**src/rtl/pe_row_ctrl_if.sv**
```systemverilog
// rtl/pe_row_ctrl_if.sv - weight and pixel valid/ready channels into the PE row sequencer
interface pe_row_ctrl_if #(
  parameter int DATA_WIDTH   = 8,
  parameter int WEIGHT_WIDTH = 8
);
  logic                    w_valid;
  logic [WEIGHT_WIDTH-1:0] w_data;
  logic                    w_ready;
  logic                    s_valid;
  logic [DATA_WIDTH-1:0]   s_data;
  logic                    s_ready;

  modport master (output w_valid, w_data, s_valid, s_data, input w_ready, s_ready);
  modport slave  (input w_valid, w_data, s_valid, s_data, output w_ready, s_ready);
endinterface

```
**src/rtl/pe_row_ctrl.sv**
```systemverilog
// rtl/pe_row_ctrl.sv - PE row sequencer: weight load, pixel stream, skewed enables, drain, done
// Optional perf counters enabled by defining PE_ROW_CTRL_PERF_EN.
module pe_row_ctrl #(
  parameter int NUM_PE       = 4,
  parameter int DATA_WIDTH   = 8,
  parameter int WEIGHT_WIDTH = 8,
  parameter int LEN_WIDTH    = 16,
  parameter int PIX_HOP      = 2,
  parameter int PE_LATENCY   = 2
) (
  input  logic                           clk,
  input  logic                           rst,
  input  logic                           start,
  input  logic [LEN_WIDTH-1:0]           frame_len,
  output logic                           busy,
  output logic                           done,
  pe_row_ctrl_if.slave                   bus,
  output logic [NUM_PE*WEIGHT_WIDTH-1:0] pe_weight,
  output logic [DATA_WIDTH-1:0]          pe_input,
  output logic [NUM_PE-1:0]              pe_en,
  output logic [NUM_PE-1:0]              res_valid
`ifdef PE_ROW_CTRL_PERF_EN
  ,
  output logic [31:0]                    perf_busy_cycles,
  output logic [31:0]                    perf_stall_cycles
`endif
);
  localparam int DEPTH     = 1 + (NUM_PE-1)*PIX_HOP + PE_LATENCY;
  localparam int DRAIN_CYC = (NUM_PE-1)*PIX_HOP + PE_LATENCY + 1;
  localparam int IW        = $clog2(NUM_PE+1);
  localparam int DCW       = $clog2(DRAIN_CYC+1);

  typedef enum logic [2:0] {IDLE, LOAD_W, STREAM, DRAIN, DONE} state_t;

  state_t               state, state_nxt;
  logic [LEN_WIDTH-1:0] len_q;
  logic [LEN_WIDTH-1:0] pix_cnt;
  logic [IW-1:0]        widx;
  logic [DCW-1:0]       drain_cnt;
  logic [DEPTH-1:0]     dline;
  logic                 w_fire, s_fire, last_w, last_pix;

  // Fire terms use the state directly so the ready outputs stay out of any comb loop.
  assign w_fire   = bus.w_valid && (state == LOAD_W);
  assign s_fire   = bus.s_valid && (state == STREAM);
  assign last_w   = (widx == IW'(NUM_PE-1));
  assign last_pix = ((pix_cnt + LEN_WIDTH'(1)) == len_q);

  always_ff @(posedge clk) begin
    if (rst) state <= IDLE;
    else     state <= state_nxt;
  end

  always_comb begin
    state_nxt   = state;
    busy        = (state != IDLE);
    done        = 1'b0;
    bus.w_ready = 1'b0;
    bus.s_ready = 1'b0;
    case (state)
      IDLE:   if (start) state_nxt = LOAD_W;
      LOAD_W: begin
        bus.w_ready = 1'b1;
        if (w_fire && last_w) state_nxt = (len_q == '0) ? DRAIN : STREAM;
      end
      STREAM: begin
        bus.s_ready = 1'b1;
        if (s_fire && last_pix) state_nxt = DRAIN;
      end
      DRAIN:  if (drain_cnt == '0) state_nxt = DONE;
      DONE: begin
        done      = 1'b1;
        state_nxt = IDLE;
      end
      default: state_nxt = IDLE;
    endcase
  end

  always_ff @(posedge clk) begin
    if (rst) begin
      len_q     <= '0;
      pix_cnt   <= '0;
      widx      <= '0;
      drain_cnt <= '0;
      dline     <= '0;
      pe_weight <= '0;
      pe_input  <= '0;
    end else begin
      // One bit per accepted pixel; bubbles travel down the row as zeros.
      dline <= {dline[DEPTH-2:0], s_fire};
      if (state == IDLE && start) begin
        len_q   <= frame_len;
        widx    <= '0;
        pix_cnt <= '0;
      end
      if (w_fire) begin
        pe_weight[widx*WEIGHT_WIDTH +: WEIGHT_WIDTH] <= bus.w_data;
        widx <= widx + IW'(1);
      end
      if (s_fire) begin
        pe_input <= bus.s_data;
        pix_cnt  <= pix_cnt + LEN_WIDTH'(1);
      end
      if (state_nxt == DRAIN && state != DRAIN)
        drain_cnt <= DCW'(DRAIN_CYC);
      else if (state == DRAIN && drain_cnt != '0)
        drain_cnt <= drain_cnt - DCW'(1);
    end
  end

  for (genvar k = 0; k < NUM_PE; k++) begin : g_tap
    assign pe_en[k]     = dline[k*PIX_HOP];
    assign res_valid[k] = dline[k*PIX_HOP + PE_LATENCY];
  end

`ifdef PE_ROW_CTRL_PERF_EN
  always_ff @(posedge clk) begin
    if (rst || (state == IDLE && start)) begin
      perf_busy_cycles  <= '0;
      perf_stall_cycles <= '0;
    end else begin
      if (busy && perf_busy_cycles != '1)
        perf_busy_cycles <= perf_busy_cycles + 32'd1;
      if (state == STREAM && !bus.s_valid && perf_stall_cycles != '1)
        perf_stall_cycles <= perf_stall_cycles + 32'd1;
    end
  end
`endif

endmodule
```
**src/flat_wrapper.sv**
```systemverilog
// flat-port wrapper written by rule: the top's interface ports become plain ports
module pe_row_ctrl_flat 
#(
  parameter int NUM_PE       = 4,
  parameter int DATA_WIDTH   = 8,
  parameter int WEIGHT_WIDTH = 8,
  parameter int LEN_WIDTH    = 16,
  parameter int PIX_HOP      = 2,
  parameter int PE_LATENCY   = 2
)
  (clk, rst, start, frame_len, busy, done, pe_weight, pe_input, pe_en, res_valid, bus_w_valid, bus_w_data, bus_s_valid, bus_s_data, bus_w_ready, bus_s_ready);
  pe_row_ctrl_if #(.DATA_WIDTH(DATA_WIDTH), .WEIGHT_WIDTH(WEIGHT_WIDTH)) bus_i ();
  input  logic clk;
  input  logic rst;
  input  logic start;
  input  logic [LEN_WIDTH-1:0] frame_len;
  output logic busy;
  output logic done;
  output logic [NUM_PE*WEIGHT_WIDTH-1:0] pe_weight;
  output logic [DATA_WIDTH-1:0] pe_input;
  output logic [NUM_PE-1:0] pe_en;
  output logic [NUM_PE-1:0] res_valid;
  input wire logic [$bits(bus_i.w_valid)-1:0] bus_w_valid;
  input wire logic [$bits(bus_i.w_data)-1:0] bus_w_data;
  input wire logic [$bits(bus_i.s_valid)-1:0] bus_s_valid;
  input wire logic [$bits(bus_i.s_data)-1:0] bus_s_data;
  output wire logic [$bits(bus_i.w_ready)-1:0] bus_w_ready;
  output wire logic [$bits(bus_i.s_ready)-1:0] bus_s_ready;
  assign bus_i.w_valid = bus_w_valid;
  assign bus_i.w_data = bus_w_data;
  assign bus_i.s_valid = bus_s_valid;
  assign bus_i.s_data = bus_s_data;
  assign bus_w_ready = bus_i.w_ready;
  assign bus_s_ready = bus_i.s_ready;
  pe_row_ctrl #(.NUM_PE(NUM_PE), .DATA_WIDTH(DATA_WIDTH), .WEIGHT_WIDTH(WEIGHT_WIDTH), .LEN_WIDTH(LEN_WIDTH), .PIX_HOP(PIX_HOP), .PE_LATENCY(PE_LATENCY)) u_core (.clk(clk), .rst(rst), .start(start), .frame_len(frame_len), .busy(busy), .done(done), .bus(bus_i), .pe_weight(pe_weight), .pe_input(pe_input), .pe_en(pe_en), .res_valid(res_valid));
endmodule
```
**config.mk**
```make
export PLATFORM = sky130hd
export DESIGN_NAME = pe_row_ctrl_flat
export DESIGN_NICKNAME = d
export VERILOG_FILES = /design/src/rtl/pe_row_ctrl_if.sv /design/src/rtl/pe_row_ctrl.sv /design/src/flat_wrapper.sv
export SDC_FILE = /design/constraint.sdc
export NUM_CORES = 1
export LEC_CHECK = 0
export ABC_AREA = 0
export BUFFER_PORTS_ARGS = -buffer_cell sky130_fd_sc_hd__buf_2
export CAP_MARGIN = 30
export CORE_MARGIN = 1
export CORE_UTILIZATION = 55
export DETAILED_ROUTE_END_ITERATION = 10
export PLACE_DENSITY = 0.86
export SLEW_MARGIN = 10
export SYNTH_ARGS = -nofsm -noshare
export SYNTH_HDL_FRONTEND = slang
export SYNTH_SLANG_ARGS = --single-unit
```
**constraint.sdc**
```tcl
create_clock -name clk -period 6.8 [get_ports clk]
set_input_delay 0.68 -clock clk [delete_from_list [all_inputs] [get_ports clk]]
set_output_delay 0.68 -clock clk [all_outputs]
set_load 0.01 [all_outputs]
```
Yosys cells after proc, flatten, opt, wreduce, memory -nomap -nowiden
Cells that the tools add are included.
Widths: inputs -> output; s select.
{"block": "totals", "regBits": 91, "in_bits": 37, "output_inout_bits": 52, "wordCells": 55}
{"block": "classes", "add_sub_neg": 4, "n_eq_ne": 8, "n_shift": 2, "muxes": 16, "reduce_logical": 16}
{"operator": "$neg 6->34", "count": 1}
{"operator": "$shift 8x34->32 const A", "count": 1}
{"operator": "$shiftx 8x34->32", "count": 1}
{"operator": "$bwmux 32", "count": 1}
{"operator": "$mux 16", "count": 2}
{"operator": "$mux 3", "count": 6}
{"operator": "$add 16x1->16 const B", "count": 1}
{"operator": "$eq 16x16->1", "count": 1}
{"operator": "$logic_not 16->1", "count": 1}
{"operator": "$eq 3x2->1 const B", "count": 4}
{"operator": "$pmux 3 s4", "count": 1}
{"operator": "$mux 4", "count": 2}
{"operator": "$logic_and 1x1->1", "count": 7}
{"operator": "$reduce_bool 2->1", "count": 3}
{"operator": "$logic_not 4->1", "count": 1}
{"operator": "$mux 1", "count": 4}
{"operator": "$reduce_bool 4->1", "count": 1}
{"operator": "$sub 4x1->4 const B", "count": 1}
{"operator": "$add 3x1->3 const B", "count": 1}
{"operator": "$eq 3x1->1 const B", "count": 1}
{"operator": "$eq 3x3->1 const B", "count": 1}
{"operator": "$logic_not 3->1", "count": 1}
{"operator": "$ne 3x2->1 const B", "count": 1}
{"operator": "$reduce_bool 3->1", "count": 1}
{"operator": "$reduce_or 2->1", "count": 1}

Depth between registers and ports, before layout
Gate-level depths: netlist of the first run.
{"block": "logic_depth", "word_depth": 8, "depth_mapped": 9}

Worst setup path before layout of the first run
OpenSTA, ideal clock, no wires.
{"block": "synth_path", "kind": "register to register", "startpoint": "reg u_core.pix_cnt[0]", "endpoint": "reg u_core.drain_cnt[1]", "arrival_time_ns": 2.435, "required_time_ns": 6.666, "path_slack_ns": 4.232, "stages_incl_launch_ff": 10, "n_path_buf": 1, "synth_period_minus_slack_ns": 2.568, "path_cell_list": "dfxtp_1 > ha_1 > nand3_1 > buf_2 > nor4_1 > xnor2_1 > o311ai_0 > or4_1 > o21ai_0 > a211oi_1"}
{"block": "synth_between", "elab_chain_len": 8}
{"item": "from (decl)", "line": "pe_row_ctrl.sv:37", "rtl": "logic [LEN_WIDTH-1:0] pix_cnt;"}
{"item": "from (signal assigned)", "line": "pe_row_ctrl.sv:102", "rtl": "pix_cnt <= pix_cnt + LEN_WIDTH'(1);"}
{"item": "$add 16x1->16", "line": "pe_row_ctrl.sv:47", "rtl": "assign last_pix = ((pix_cnt + LEN_WIDTH'(1)) == len_q);"}
{"item": "$eq 16x16->1", "line": "pe_row_ctrl.sv:47"}
{"item": "$logic_and 1x1->1", "line": "pe_row_ctrl.sv:68", "rtl": "if (s_fire && last_pix) state_nxt = DRAIN;"}
{"item": "$mux 3", "line": "pe_row_ctrl.sv:68"}
{"item": "$pmux 3 s4", "line": "pe_row_ctrl.sv:60", "rtl": "case (state)"}
{"item": "$eq 3x2->1", "line": "pe_row_ctrl.sv:104", "rtl": "if (state_nxt == DRAIN && state != DRAIN)"}
{"item": "$logic_and 1x1->1", "line": "pe_row_ctrl.sv:104"}
{"item": "$reduce_or 2->1 (no source line)"}
{"item": "to (signal assigned)", "line": "pe_row_ctrl.sv:105", "rtl": "drain_cnt <= DCW'(DRAIN_CYC);"}
{"item": "to (signal assigned)", "line": "pe_row_ctrl.sv:107", "rtl": "drain_cnt <= drain_cnt - DCW'(1);"}
{"item": "to (decl)", "line": "pe_row_ctrl.sv:39", "rtl": "logic [DCW-1:0] drain_cnt;"}
Every way passes these cells.
A chain may end at the register's enable or synchronous reset.

Worst setup path in the final report of the first run
{"block": "layout_path", "startpoint": "reg u_core.pix_cnt[0]", "endpoint": "reg u_core.drain_cnt[2]"}
Same word-level chain as after synthesis.

==> results of run 1 <==
layout by cell type (no fill, tap or decap), types with 4 or more instances in the layout:
cell type / count
nor3b_1: 11
nand3_1: 30
and2_1: 4
nor4_1: 13
nand2_1: 88
and3_1: 4
nor2b_1: 12
ha_1: 9
a22oi_1: 4
buf_2: 88
o21ai_0: 15
xnor2_1: 12
nand4_1: 15
clkbuf_8: 10
a21oi_1: 76
nor3_1: 7
nor2_1: 43
inv_1: 11
a211oi_1: 6
dfxtp_1: 91
or3_1: 4
xor2_1: 8
final timing paths:
| path | startpoint | end | slack, ps |
|---|---|---|---|
| worst max-delay path | u_core.pix_cnt[0] | u_core.drain_cnt[2] | 3720 |
| worst min-delay path | u_core.dline[1] | u_core.dline[2] | 440 |
| worst max register to register | u_core.pix_cnt[0] | u_core.drain_cnt[2] | 3720 |
| worst min register to register | u_core.dline[1] | u_core.dline[2] | 440 |
cells in the mapped netlist, types with 2 or more instances:
cell	number	area (um2)
a21o_1	2	15.0
or3_1	4	25.0
xnor2_1	12	105
a211oi_1	6	45.0
nor2b_1	12	75.1
and2_1	4	25.0
a31o_2	2	17.5
mux2i_1	2	20.0
nand3_1	30	150
nor3b_1	11	82.6
nand4_2	2	25.0
nand3b_1	2	15.0
or4_1	2	15.0
ha_1	9	113
nand4_1	15	93.8
a31oi_1	2	12.5
and3b_1	2	17.5
xor2_1	8	70.1
nor3_1	7	35.0
inv_1	11	41.3
buf_2	6	30.0
o21ai_0	15	75.1
buf_1	3	11.3
nand2_1	88	330
clkbuf_1	25	93.8
a21boi_2	2	22.5
clkbuf_2	2	10.0
and3_1	4	25.0
nor4_1	13	81.3
and4_1	2	17.5
dfxtp_1	91	1820
a21oi_1	76	380
nor2_1	43	161
buf_4	10	75.1
a22oi_1	4	30.0
power groups by stage:
stage	sequential (mW)	clock (mW)	combinational [mW]
floorplan	0.561	0	0.0508
global placement	0.563	0	0.0756
detailed placement	0.564	0	0.0774
CTS	0.551	0.370	0.0778
global route	0.553	0.394	0.0866
finish	0.551	0.362	0.0782
metal layers:
| layer | routed length [um] | part of all wire |
|---|---|---|
| met1 | 4510 | 0.44 |
| met2 | 5010 | 0.49 |
| met3 | 577 | 0.056 |
| met4 | 175 | 0.017 |
| met5 | 0 | 0 |
area by class of cell:
cell class              count  area [um2]  area share
clock inverters             4        50.0      0.0103
clock buffers              12         145      0.0298
flip-flops and latches     91        1820       0.374
inverters                  11        41.3     0.00847
well taps                  99         124      0.0254
multi-input cells         397        2230       0.457
repair buffers             90         463      0.0950
cell families after synthesis:
| group | count (synthesis) | share of synthesized area |
|---|---|---|
| xor+xnor | 20 | 0.0406 |
| compound gates | 121 | 0.163 |
| simple gates | 245 | 0.282 |
| flops | 91 | 0.423 |
| fa+ha+maj | 9 | 0.0261 |
| mux | 2 | 0.00464 |
| buf+inv | 57 | 0.0606 |
through the flow:
step | hold WS (ps) | utilization
after global placement | 418 | 0.629
after floorplan | 414 | -
after detailed placement | 428 | 0.629
after global routing | 456 | 0.658
final | 443 | 0.658
after CTS | 448 | 0.656
flip-flops by register name (all words and copies together) (netlist names):
| register | cells |
|---|---|
| u_core.drain_cnt | 4 |
| u_core.state | 3 |
| u_core.pe_input | 8 |
| u_core.pe_weight | 32 |
| u_core.len_q | 16 |
| u_core.pix_cnt | 16 |
| u_core.dline | 9 |
| u_core.widx | 3 |
==> qor.yml, run 1 <==
outcome: "finished, final reports clean"
maxSlewHeadroom: 0.398
place_inst: 687
worstSkewPairLatency_ps: 370
fp.dieW_um: 90.5
n_fill_cell: 658
grt_pass1_wl_mm: 17.3
io_buffers: 88
clock_sink_count: 91
min_path_type: "flop to flop"
initialDrtViolationCount: 255
path_max_fanout: 12
power_frac_seq: 0.556
dieArea_mm2: 0.00820
instances_no_fill: 704
numCtsBuffers: 9
initial_core_util: 0.582
layout-drive-gt1-share: 0.183
crit_path_start_kind: "flop"
cts-root-buf: "clkbuf_8"
leakagePower_nw: 1.93
avgSynthCellArea_um2: 7.91
synth_cell_type_count: 51
h-tree-depth: 3
place.gp.congestion: 0.872
gr-total-overflow: 0
crit_cells: 8
setup_ws_ps: 3720
dpl_cell_area_mm2: 0.00466
min_period_over_period: 0.453
dr.pass1.iters: 4
async_reset_ff_frac: 0
drc_errors: 0
cts_max_path_buffers: 2
dp_hpwl_mm: 7.21
ir_worst_vdd_mv: 0.133
syn_inst: 545
fmax_mhz: 325
hold_depth: 1
busiest_layer: "met2"
finalMaxSlewViolations: 0
tns_ps: 0
fin_skew_ps: 12.0
rsz0062_at_grt: "no"
synth.cell_area_mm2: 0.00431
synth_nets: 591
synth.ff_latch_count: 91
use_met3: 0.0564
met1_usage: 0.325
powerDensity_mw_per_mm2: 203
cts_resized: 0
p_int_mw: 0.750
use_met2: 0.417
antenna_cells: 0
maxCapViolations: 0
cts_setup_buffers: 0
cpPeakStageDelay_ps: 550
die_h_um: 90.5
critical-path-slowest-cell: "nor4_1"
grt_max_degree: 92
viasPerCell: 5.78
synth_seq_area_share: 0.423
finalCriticalPeriod_ps: 3080
routedWlPerCell_um: 14.6
critPathBufInv: 0
swShare: 0.243
core.rowCount: 31
final_cell_area_mm2: 0.00487
finalWirelength_mm: 10.3
crit_type: "flop to flop"
yosys_most_used_dff: "dfxtp_1"
power.switching_mw: 0.241
postCtsHoldBufs: 0
critPathTopFamily: "simple AND/OR/NAND/NOR gates"
cts_tree: "built"
clkPwrFrac: 0.365
worst_slew_pin_slew_ps: 903
yosys_warnings: 0
synth_edf_count: 0
vias: 4068
arrival_ps: 3280
fin_nets: 646
dpl_worst_slack_ps: 3800
io_pins: 89
grt_antenna_before_repair: 0
grt_usage: 0.261
syn_to_final_growth_pct: 13.0
antenna_left: 0
comb_power_share: 0.079
clk_pin_slew_ps: 80
core-area_mm2: 0.00741
end_kind: "flop"
crit_required_ps: 7000
power.total_mw: 0.991
first_global_vias: 3706
path_cells: "ha_1 > nand3_1 > nor4_1 > xnor2_1 > o311ai_0 > or4_1 > o21ai_0 > a211oi_1"
worstRegToRegCells: 8
finalSetupViolCount: 0
hold_viol: 0
Note: power is estimated with default switching activity, not from simulation.
==> inputs of run 2 (changes only) <==
--- a/config.mk
+++ b/config.mk
@@ -9,9 +9,9 @@
 export BUFFER_PORTS_ARGS = -buffer_cell sky130_fd_sc_hd__buf_2
 export CAP_MARGIN = 30
 export CORE_MARGIN = 1
-export CORE_UTILIZATION = 55
+export CORE_UTILIZATION = 49
 export DETAILED_ROUTE_END_ITERATION = 10
-export PLACE_DENSITY = 0.86
+export PLACE_DENSITY = 0.81
 export SLEW_MARGIN = 10
 export SYNTH_ARGS = -nofsm -noshare
 export SYNTH_HDL_FRONTEND = slang
==> constraint.sdc (replaced) <==
create_clock -name clk -period 2.7 [get_ports clk]
set_input_delay 0.27 -clock clk [delete_from_list [all_inputs] [get_ports clk]]
set_output_delay 0.27 -clock clk [all_outputs]
set_load 0.01 [all_outputs]
==> qor.yml, run 2 (synthesis gave the netlist of run 1 again) <==
busiest_layer: "met2"
largestRegisters: "u_core.pe_weight (32), u_core.len_q (16), u_core.pix_cnt (16)"
io_pins: 89  # unchanged
rr_startpoint: "u_core.pix_cnt[1]"
maxCapViolations: 0  # unchanged
clock_sink_count: 91  # unchanged
use_met2: 0.402  # -0.0143
place_inst: 712  # +3.6%
finalCriticalPeriod_ps: 2490  # -592 ps
cts_tree: "built"
worstReg2RegEnd: "u_core.drain_cnt[2]"
layout-drive-gt1-share: 0.213  # +0.0300
final_cell_area_mm2: 0.00503  # +3.3%
postCtsHoldBufs: 0  # unchanged
core.rowCount: 33  # +6.5%
rsz0062_at_grt: "no"
worstRegToRegCells: 9  # +1
hold_depth: 3  # +2
r2r_slack_ps: 210  # -3510 ps
instances_no_fill: 728  # +3.4%
finalMaxSlewViolations: 0  # unchanged
dieArea_mm2: 0.00918  # +12%
min_to: "u_core.len_q[8]"
powerDensity_mw_per_mm2: 515  # +150%
arrival_ps: 2690  # -590 ps
hold_viol: 0  # unchanged
leakagePower_nw: 2.04  # +5.5%
cts-root-buf: "clkbuf_8"
use_met3: 0.0442  # -0.0122
crit_required_ps: 2910  # -4090 ps
holdCritStartpoint: "frame_len[8]"
setup_ws_ps: 211  # -3510 ps
grt_pass1_wl_mm: 17.4  # +0.80%
numCtsBuffers: 9  # unchanged
dpl_worst_slack_ps: 165  # -3630 ps
outcome: "finished, final reports clean"
largest_reg_flops: 32  # unchanged
place.gp.congestion: 0.921  # +5.6%
mostFrequentLayoutCells: "dfxtp_1 (89), nand2_1 (88), buf_2 (88)"
clk_pin_slew_ps: 100  # +20 ps
met1_usage: 0.322  # -0.00306
min_period_over_period: 0.922  # +0.469
dp_hpwl_mm: 7.84  # +8.8%
routedWlPerCell_um: 14.8  # +1.2%
first_global_vias: 3669  # -1.0%
cts_setup_buffers: 0  # unchanged
initialDrtViolationCount: 205  # -20%
grt_max_degree: 42  # -54%
cts_max_path_buffers: 2  # unchanged
fin_skew_ps: 13.1  # +1.15 ps
finalSetupViolCount: 0  # unchanged
fin_nets: 664  # +2.8%
antenna_left: 0  # unchanged
vias: 4091  # +0.57%
initial_core_util: 0.514  # -0.0676
crit_path_start_kind: "flop"
worstSkewPairLatency_ps: 370  # about the same
path_max_fanout: 6  # -6
core-area_mm2: 0.00838  # +13%
finalWirelength_mm: 10.7  # +4.7%
fmax_mhz: 402  # +24%
n_fill_cell: 769  # +17%
syn_to_final_growth_pct: 16.7
die_h_um: 95.8  # +5.8%
grt_usage: 0.242  # -0.0185
antenna_cells: 0  # unchanged
maxSlewHeadroom: 0.459  # +0.0608
gr-total-overflow: 0  # unchanged
io_buffers: 88  # unchanged
drc_errors: 0  # unchanged
h-tree-depth: 3  # unchanged
crit_type: "flop to flop"
cts_resized: 0  # unchanged
min_path_type: "input port to flop"
worst_slew_pin_slew_ps: 808  # -94.2 ps
fp.dieW_um: 95.8  # +5.8%
dpl_cell_area_mm2: 0.00481  # +3.2%
final_common_cell: "dfxtp_1"
dr.pass1.iters: 6  # +2
end_kind: "flop"
regMostFlops: "u_core.pe_weight"
tns_ps: 0  # unchanged
ir_worst_vdd_mv: 0.302  # +130%
viasPerCell: 5.62  # -2.7%
grt_antenna_before_repair: 0  # unchanged
==> run 2: metrics by stage <==
step           hold slack [ps]  total power [mW]  utilization
6_report                   134              2.59        0.600
5_1_grt                    128              2.70        0.600
4_1_cts                    127              2.61        0.600
3_5_place_dp               436              1.62        0.574
3_3_place_gp               416              1.62        0.574
2_1_floorplan              406              1.54            -
==> run 2: per-layer routing <==
metal | routed length [um] | vias to the layer above | part of all wire
met5 | 0 | - | 0
met4 | 125 | 0 | 0.012
met3 | 522 | 10 | 0.049
met2 | 5210 | 130 | 0.49
met1 | 4890 | 1911 | 0.45
li1 | - | 2040 | -
==> run 2: worst max-delay path, stage by stage, from the launching register on <==
cell      delay [ps]
dfxtp_1          450
ha_1             200
nand3_1          130
nor4_1           280
buf_4            170
xnor2_1          100
o311ai_0         140
or4_1            550
o21ai_1          190
a211oi_1         110
==> run 2: worst max-delay path by stage <==
stage / startpoint / end / slack [ps] / depth (start not counted)
finish: u_core.pix_cnt[1] / u_core.drain_cnt[2] / 210 / 9
detailed placement: u_core.pix_cnt[2] / u_core.drain_cnt[2] / 170 / 7
global route: u_core.widx[1] / u_core.pe_weight[6] / 20 / 8
global placement: u_core.pix_cnt[1] / u_core.drain_cnt[1] / 250 / 8
CTS: u_core.pix_cnt[2] / u_core.drain_cnt[2] / 140 / 7
floorplan: u_core.pix_cnt[0] / u_core.drain_cnt[1] / 130 / 9
==> run 2: area by class of cell <==
cell class,count,area (um2),share of cell area
clock buffers,9,124,0.0246
clock inverters,7,92.6,0.0184
inverters,11,41.3,0.00820
multi-input cells,397,2230,0.443
flip-flops and latches,91,1820,0.363
well taps,105,131,0.0261
repair buffers,108,591,0.117
==> run 2: power breakdown <==
group / total (mW) / switching [mW] / internal (mW)
Combinational: 0.209 / 0.128 / 0.0816
Sequential: 1.39 / 0.0235 / 1.36
Clock: 0.998 / 0.545 / 0.452
Total: 2.59 / 0.696 / 1.90
